==> src/rtl/time_keeper.sv <==
// Hours/minutes/seconds clock with a two-button set-time FSM and a TICK_DIV-cycle seconds tick.
// Optional alarm compare/silence logic when ALARM_EN is defined.
module time_keeper #(
    parameter int TICK_DIV = 50_000_000
) (
    input  logic       clk,
    input  logic       rst_n,
    input  logic       btn_mode,
    input  logic       btn_inc,
`ifdef ALARM_EN
    input  logic [6:0] alarm_hour,
    input  logic [6:0] alarm_min,
    output logic       alarm,
`endif
    output logic [6:0] display_hour,
    output logic [6:0] display_min,
    output logic [6:0] display_sec,
    output logic [1:0] set_mode
);

    localparam int DW = $clog2(TICK_DIV);

    typedef enum logic [1:0] {
        RUN      = 2'd0,
        SET_HOUR = 2'd1,
        SET_MIN  = 2'd2,
        SET_SEC  = 2'd3
    } mode_t;

    mode_t         state;
    logic [DW-1:0] div;
    logic          mode_s1, mode_s2, mode_q;
    logic          inc_s1, inc_s2, inc_q;
    logic          mode_press, inc_press, tick;

    // Buttons are asynchronous: two flops to resynchronise, a third for edge detect.
    always_ff @(posedge clk or negedge rst_n) begin
        if (!rst_n) begin
            mode_s1 <= 1'b0;
            mode_s2 <= 1'b0;
            mode_q  <= 1'b0;
            inc_s1  <= 1'b0;
            inc_s2  <= 1'b0;
            inc_q   <= 1'b0;
        end else begin
            mode_s1 <= btn_mode;
            mode_s2 <= mode_s1;
            mode_q  <= mode_s2;
            inc_s1  <= btn_inc;
            inc_s2  <= inc_s1;
            inc_q   <= inc_s2;
        end
    end

    assign mode_press = mode_s2 & ~mode_q;
    assign inc_press  = inc_s2 & ~inc_q & ~mode_press;
    assign tick       = (state == RUN) && (div == DW'(TICK_DIV - 1));
    assign set_mode   = state;

    always_ff @(posedge clk or negedge rst_n) begin
        if (!rst_n) begin
            state        <= RUN;
            div          <= '0;
            display_hour <= '0;
            display_min  <= '0;
            display_sec  <= '0;
        end else begin
            case (state)
                RUN: begin
                    if (mode_press) begin
                        // A coincident tick is discarded so the frozen time is the pre-tick value.
                        state <= SET_HOUR;
                        div   <= '0;
                    end else if (tick) begin
                        div         <= '0;
                        display_sec <= (display_sec == 7'd59) ? 7'd0 : display_sec + 7'd1;
                        if (display_sec == 7'd59) begin
                            display_min <= (display_min == 7'd59) ? 7'd0 : display_min + 7'd1;
                            if (display_min == 7'd59)
                                display_hour <= (display_hour == 7'd23) ? 7'd0 : display_hour + 7'd1;
                        end
                    end else begin
                        div <= div + 1'b1;
                    end
                end
                SET_HOUR: begin
                    div <= '0;
                    if (mode_press)
                        state <= SET_MIN;
                    else if (inc_press)
                        display_hour <= (display_hour == 7'd23) ? 7'd0 : display_hour + 7'd1;
                end
                SET_MIN: begin
                    div <= '0;
                    if (mode_press)
                        state <= SET_SEC;
                    else if (inc_press)
                        display_min <= (display_min == 7'd59) ? 7'd0 : display_min + 7'd1;
                end
                default: begin
                    div <= '0;
                    if (mode_press)
                        state <= RUN;
                    else if (inc_press)
                        display_sec <= (display_sec == 7'd59) ? 7'd0 : display_sec + 7'd1;
                end
            endcase
        end
    end

`ifdef ALARM_EN
    logic hm_match, silenced, silence_now;

    assign hm_match    = (display_hour == alarm_hour) && (display_min == alarm_min);
    assign silence_now = inc_press & alarm;

    // Silence persists for the rest of the hour:min match, then re-arms.
    always_ff @(posedge clk or negedge rst_n) begin
        if (!rst_n) begin
            silenced <= 1'b0;
            alarm    <= 1'b0;
        end else begin
            silenced <= hm_match & (silenced | silence_now);
            alarm    <= hm_match & (state == RUN) & ~silenced & ~silence_now;
        end
    end
`endif

endmodule

==> config.mk <==
export PLATFORM = sky130hd
export DESIGN_NAME = time_keeper
export DESIGN_NICKNAME = d
export VERILOG_FILES = /design/src/rtl/time_keeper.sv
export SDC_FILE = /design/constraint.sdc
export NUM_CORES = 1
export LEC_CHECK = 0
export BUFFER_PORTS_ARGS = -buffer_cell sky130_fd_sc_hd__buf_2
export CORE_UTILIZATION = 60
export CTS_CLUSTER_SIZE = 30
export DETAILED_ROUTE_END_ITERATION = 10
export GPL_ROUTABILITY_DRIVEN = 0
export PLACE_DENSITY = 0.91
export REMOVE_ABC_BUFFERS = 1
export SETUP_SLACK_MARGIN = 0.15
export SLEW_MARGIN = 20
export SYNTH_ARGS = -nofsm -noshare
export SYNTH_HDL_FRONTEND = slang
export SYNTH_SLANG_ARGS = --single-unit
==> constraint.sdc <==
create_clock -name clk -period 2.98 [get_ports clk]
set_input_delay 0.298 -clock clk [delete_from_list [all_inputs] [get_ports clk]]
set_output_delay 0.298 -clock clk [all_outputs]
set_load 0.1 [all_outputs]
==> summary.md <==
| Metric | Value |
|---|---|
| Io pins | `27` |
| Drt pass-1 iters | `4` |
| Net count, final | `about 300` |
| Seq/Total Area, Yosys | `49.7%` |
| Vias/cell | `~6` |
| FP Rows | `24` |
| Largest net degree at the start of global routing | `31` |
| Post_cts resized | `0` |
| First-pass GRT wire length | `~9100 um` |
| Multi-input combinational cell area | `~1300 um2` |
| Initial antenna violation count | `0` |
| Syn Std Cell Area | `2770 um2` |
| Post-DP HPWL | `approximately 3800 um` |
| CP endpoint kind | `flop` |
| Avg Cell Area, Syn | `around 10 um2` |
| Detailed Route WL | `~5300 um` |
| Post-route ant nets | `0` |
| Critical Path RT | `between 3000 and 4000 ps` |
| Outcome | `finished clean` |
| Routed vias | `about 2.1k` |
| Post-CTS Setup Inserts | `0` |
| CTS clk-pin slew, worst paths | `around 90 ps` |
| Slowest stage cell, crit path | `a211oi_1` |
| Die extent in y | `about 70 um` |
| Endpoints failing hold | `0` |
| Pins over their slew limit | `0` |
| Hold buffers post-CTS | `1` |
| Maximum VDD drop | `0.835 mV` |
| Crit path launch type | `flop` |
| Number of synthesized register bits | `55` |
| Slowest stage delay, CP | `roughly 640 ps` |
| Maxcap violations | `0` |
| Number of flops mapped to enable cells by yosys | `0` |
| Core area | `4380 um2` |
| Placed cell areas | `between 2000 and 3000 um2` |
| Skew-Pair Late Insertion Delay | `about 310 ps` |
| Fraction of the cycle the final worst path needs | `85.2%` |
| Setup Skew | `around 11 ps` |
| Post-route setup TNS | `0 ps` |
| GRT Util Overall | `between 20% and 30%` |
| Sequential cell area | `between 1000 and 1500 um2` |
| H-tree depth | `2` |
| Clock Path Buffers | `2` |
| Fin area | `~3100 um2` |
| Layout area overhead | `11.7%` |
| RSZ-0062 raised after global routing | `false` |
| CTS tree | `done` |
| IO Port Bufs | `26` |
| CP max FO | `11` |
| Commonest non-fill, non-tap cell in the layout | `dfrtp_1` |
| Vias in the first global route | `a little over 2k` |
| Top delay family on crit path | `simple AND/OR/NAND/NOR gates` |
| Crit-path cells | `inv_1, ha_1, nor2_1, a211oi_1, nand2_1, nor4_1, xor2_1` |
| Cell Pwr Density | `approximately 950 nW/um2` |
| Layout cell share with drive strength beyond 1 | `between 10% and 20%` |
| Async S/R FF share, synth | `100%` |
| CP Buf/Inv Count | `1` |
| Top FF cell, synth | `dfrtp_1` |
| Die area | `slightly below 5000 um2` |
| Synth Warn # | `0` |
| Most frequent cells in the layout | `55 x dfrtp_1, 39 x nor2_1, 26 x buf_2, 21 x nand2_1` |
| Hold slack | `about 90 ps` |
| F_max | `around 390 MHz` |
| Worst hold path type | `input pin to flop` |
| Slew of the pin with the lowest slew margin | `~740 ps` |
| Final setup viols | `0` |
| Final Critical Period | `2540 ps` |
| GRT Residual Overflow | `0` |
| Critical path class | `flop to flop` |
| Initial Util | `between 60% and 70%` |
| CTS Buf Count | `5` |
| Final setup margin | `~440 ps` |
| WL per Instance | `~15 um` |
| CTS Sinks | `55` |
| DIE WIDTH | `~70 um` |
| DRC viols | `0` |
| Fillers | `309` |
| Leakage | `between 0.001 and 0.0015 uW` |
| Cell count after synthesis | `between 200 and 300` |
| Post-Place Worst Slack | `just under 600 ps` |
| Worst endpoint data arrival time | `roughly 2800 ps` |
| Max_slew headroom | `slightly above 50%` |
| Diodes inserted | `0` |
| CTS Root Cell | `clkbuf_8` |
| Drt first-iter violations | `~120` |
| Synth cell types | `44` |
## final timing paths
kind	startpoint	to	slack (ps)	cells after the start
min reg2reg	inc_s1$_DFF_PN0_	inc_s2$_DFF_PN0_	360	0
max	set_mode[0]$_DFFE_PN0N_	display_min[6]$_DFFE_PN0P_	440	7
max reg2reg	set_mode[0]$_DFFE_PN0N_	display_min[6]$_DFFE_PN0P_	440	7
max in group asynchronous	rst_n	div[0]$_DFF_PN0_	1680	3
min	btn_mode	mode_s1$_DFF_PN0_	90	1
min in group asynchronous	rst_n	display_hour[6]$_DFFE_PN0P_	500	2
## cells by family (layout without fill, tap and decap cells)
kind of cell / after synthesis / after routing / synth area share [%]
buffers and inverters: 12 / 46 / 1.67
AO/OA/AOI/OAI: 35 / 35 / 9.40
adder cells (fa/ha/maj): 7 / 7 / 3.16
flip-flops: 55 / 55 / 49.7
XOR/XNOR: 28 / 28 / 8.86
AND/OR/NAND/NOR: 120 / 120 / 24.4
multiplexers: 7 / 7 / 2.80
## flip-flops by register name, summed over array words and instances, names as in the netlist
name,flops
div,26
display_hour,7
display_min,7
display_sec,7
set_mode,2
inc_q,1
inc_s1,1
inc_s2,1
mode_q,1
mode_s1,1
mode_s2,1
## synth_stat cells, drive strengths merged, types with 2 or more instances
cell | count | area, um2
dfrtp | 55 | 1380
nor2 | 39 | 146
nand2 | 21 | 78.8
nand3 | 20 | 118
xor2 | 18 | 158
o21ai | 11 | 55.1
xnor2 | 10 | 87.6
inv | 9 | 33.8
ha | 7 | 87.6
nor4 | 7 | 80.1
mux2 | 6 | 67.6
nand4 | 6 | 52.6
o31ai | 6 | 45.0
and3 | 5 | 31.3
nand2b | 5 | 38.8
a211oi | 4 | 30.0
a31oi | 4 | 31.3
nor3 | 4 | 20.0
nor4b | 4 | 41.3
o41ai | 4 | 42.6
a2111oi | 2 | 30.0
a21oi | 2 | 10.0
clkbuf | 2 | 7.51
nor2b | 2 | 12.5
## per-stage QoR
stage / total power (uW) / util, % / instances
after floorplan: 2160 / - / 261
after global placement: 2390 / 67.7 / 341
after detailed placement: 2440 / 67.7 / 341
after CTS: 2950 / 70.6 / 350
after global routing: 3070 / 70.6 / 350
final: 2940 / 70.6 / 350
## final cells by class
cell class | instances | share of cell area, %
clock buffers | 6 | 2.67
multi-input cells | 197 | 43.5
repair buffers | 29 | 5.01
clock inverters | 2 | 1.13
flip-flops and latches | 55 | 44.5
inverters | 9 | 1.09
well taps | 52 | 2.10
## worst reg2reg max path: stages (launching register included)
cell      delay, ps
dfrtp_1         420
inv_1           100
ha_1            420
nor2_1          120
a211oi_1        640
nand2_1         200
nor4_1          380
xor2_1          190
## metal layers
layer,vias up,global-route usage [%],wire length (um)
met5,-,0,0
met4,0,6.67,65
met3,7,4.47,208
met2,52,39.3,2740
met1,1055,30.6,2280
li1,1002,-,-
## power breakdown
| part | internal (uW) | switching (uW) | leakage, uW |
|---|---|---|---|
| sequential | 864 | 160 | 0.000730 |
| clock | 272 | 234 | 0.0000612 |
| combinational | 287 | 1120 | 0.000567 |
| total | 1420 | 1510 | 0.00136 |
Note: power is estimated with default switching activity, not from simulation.
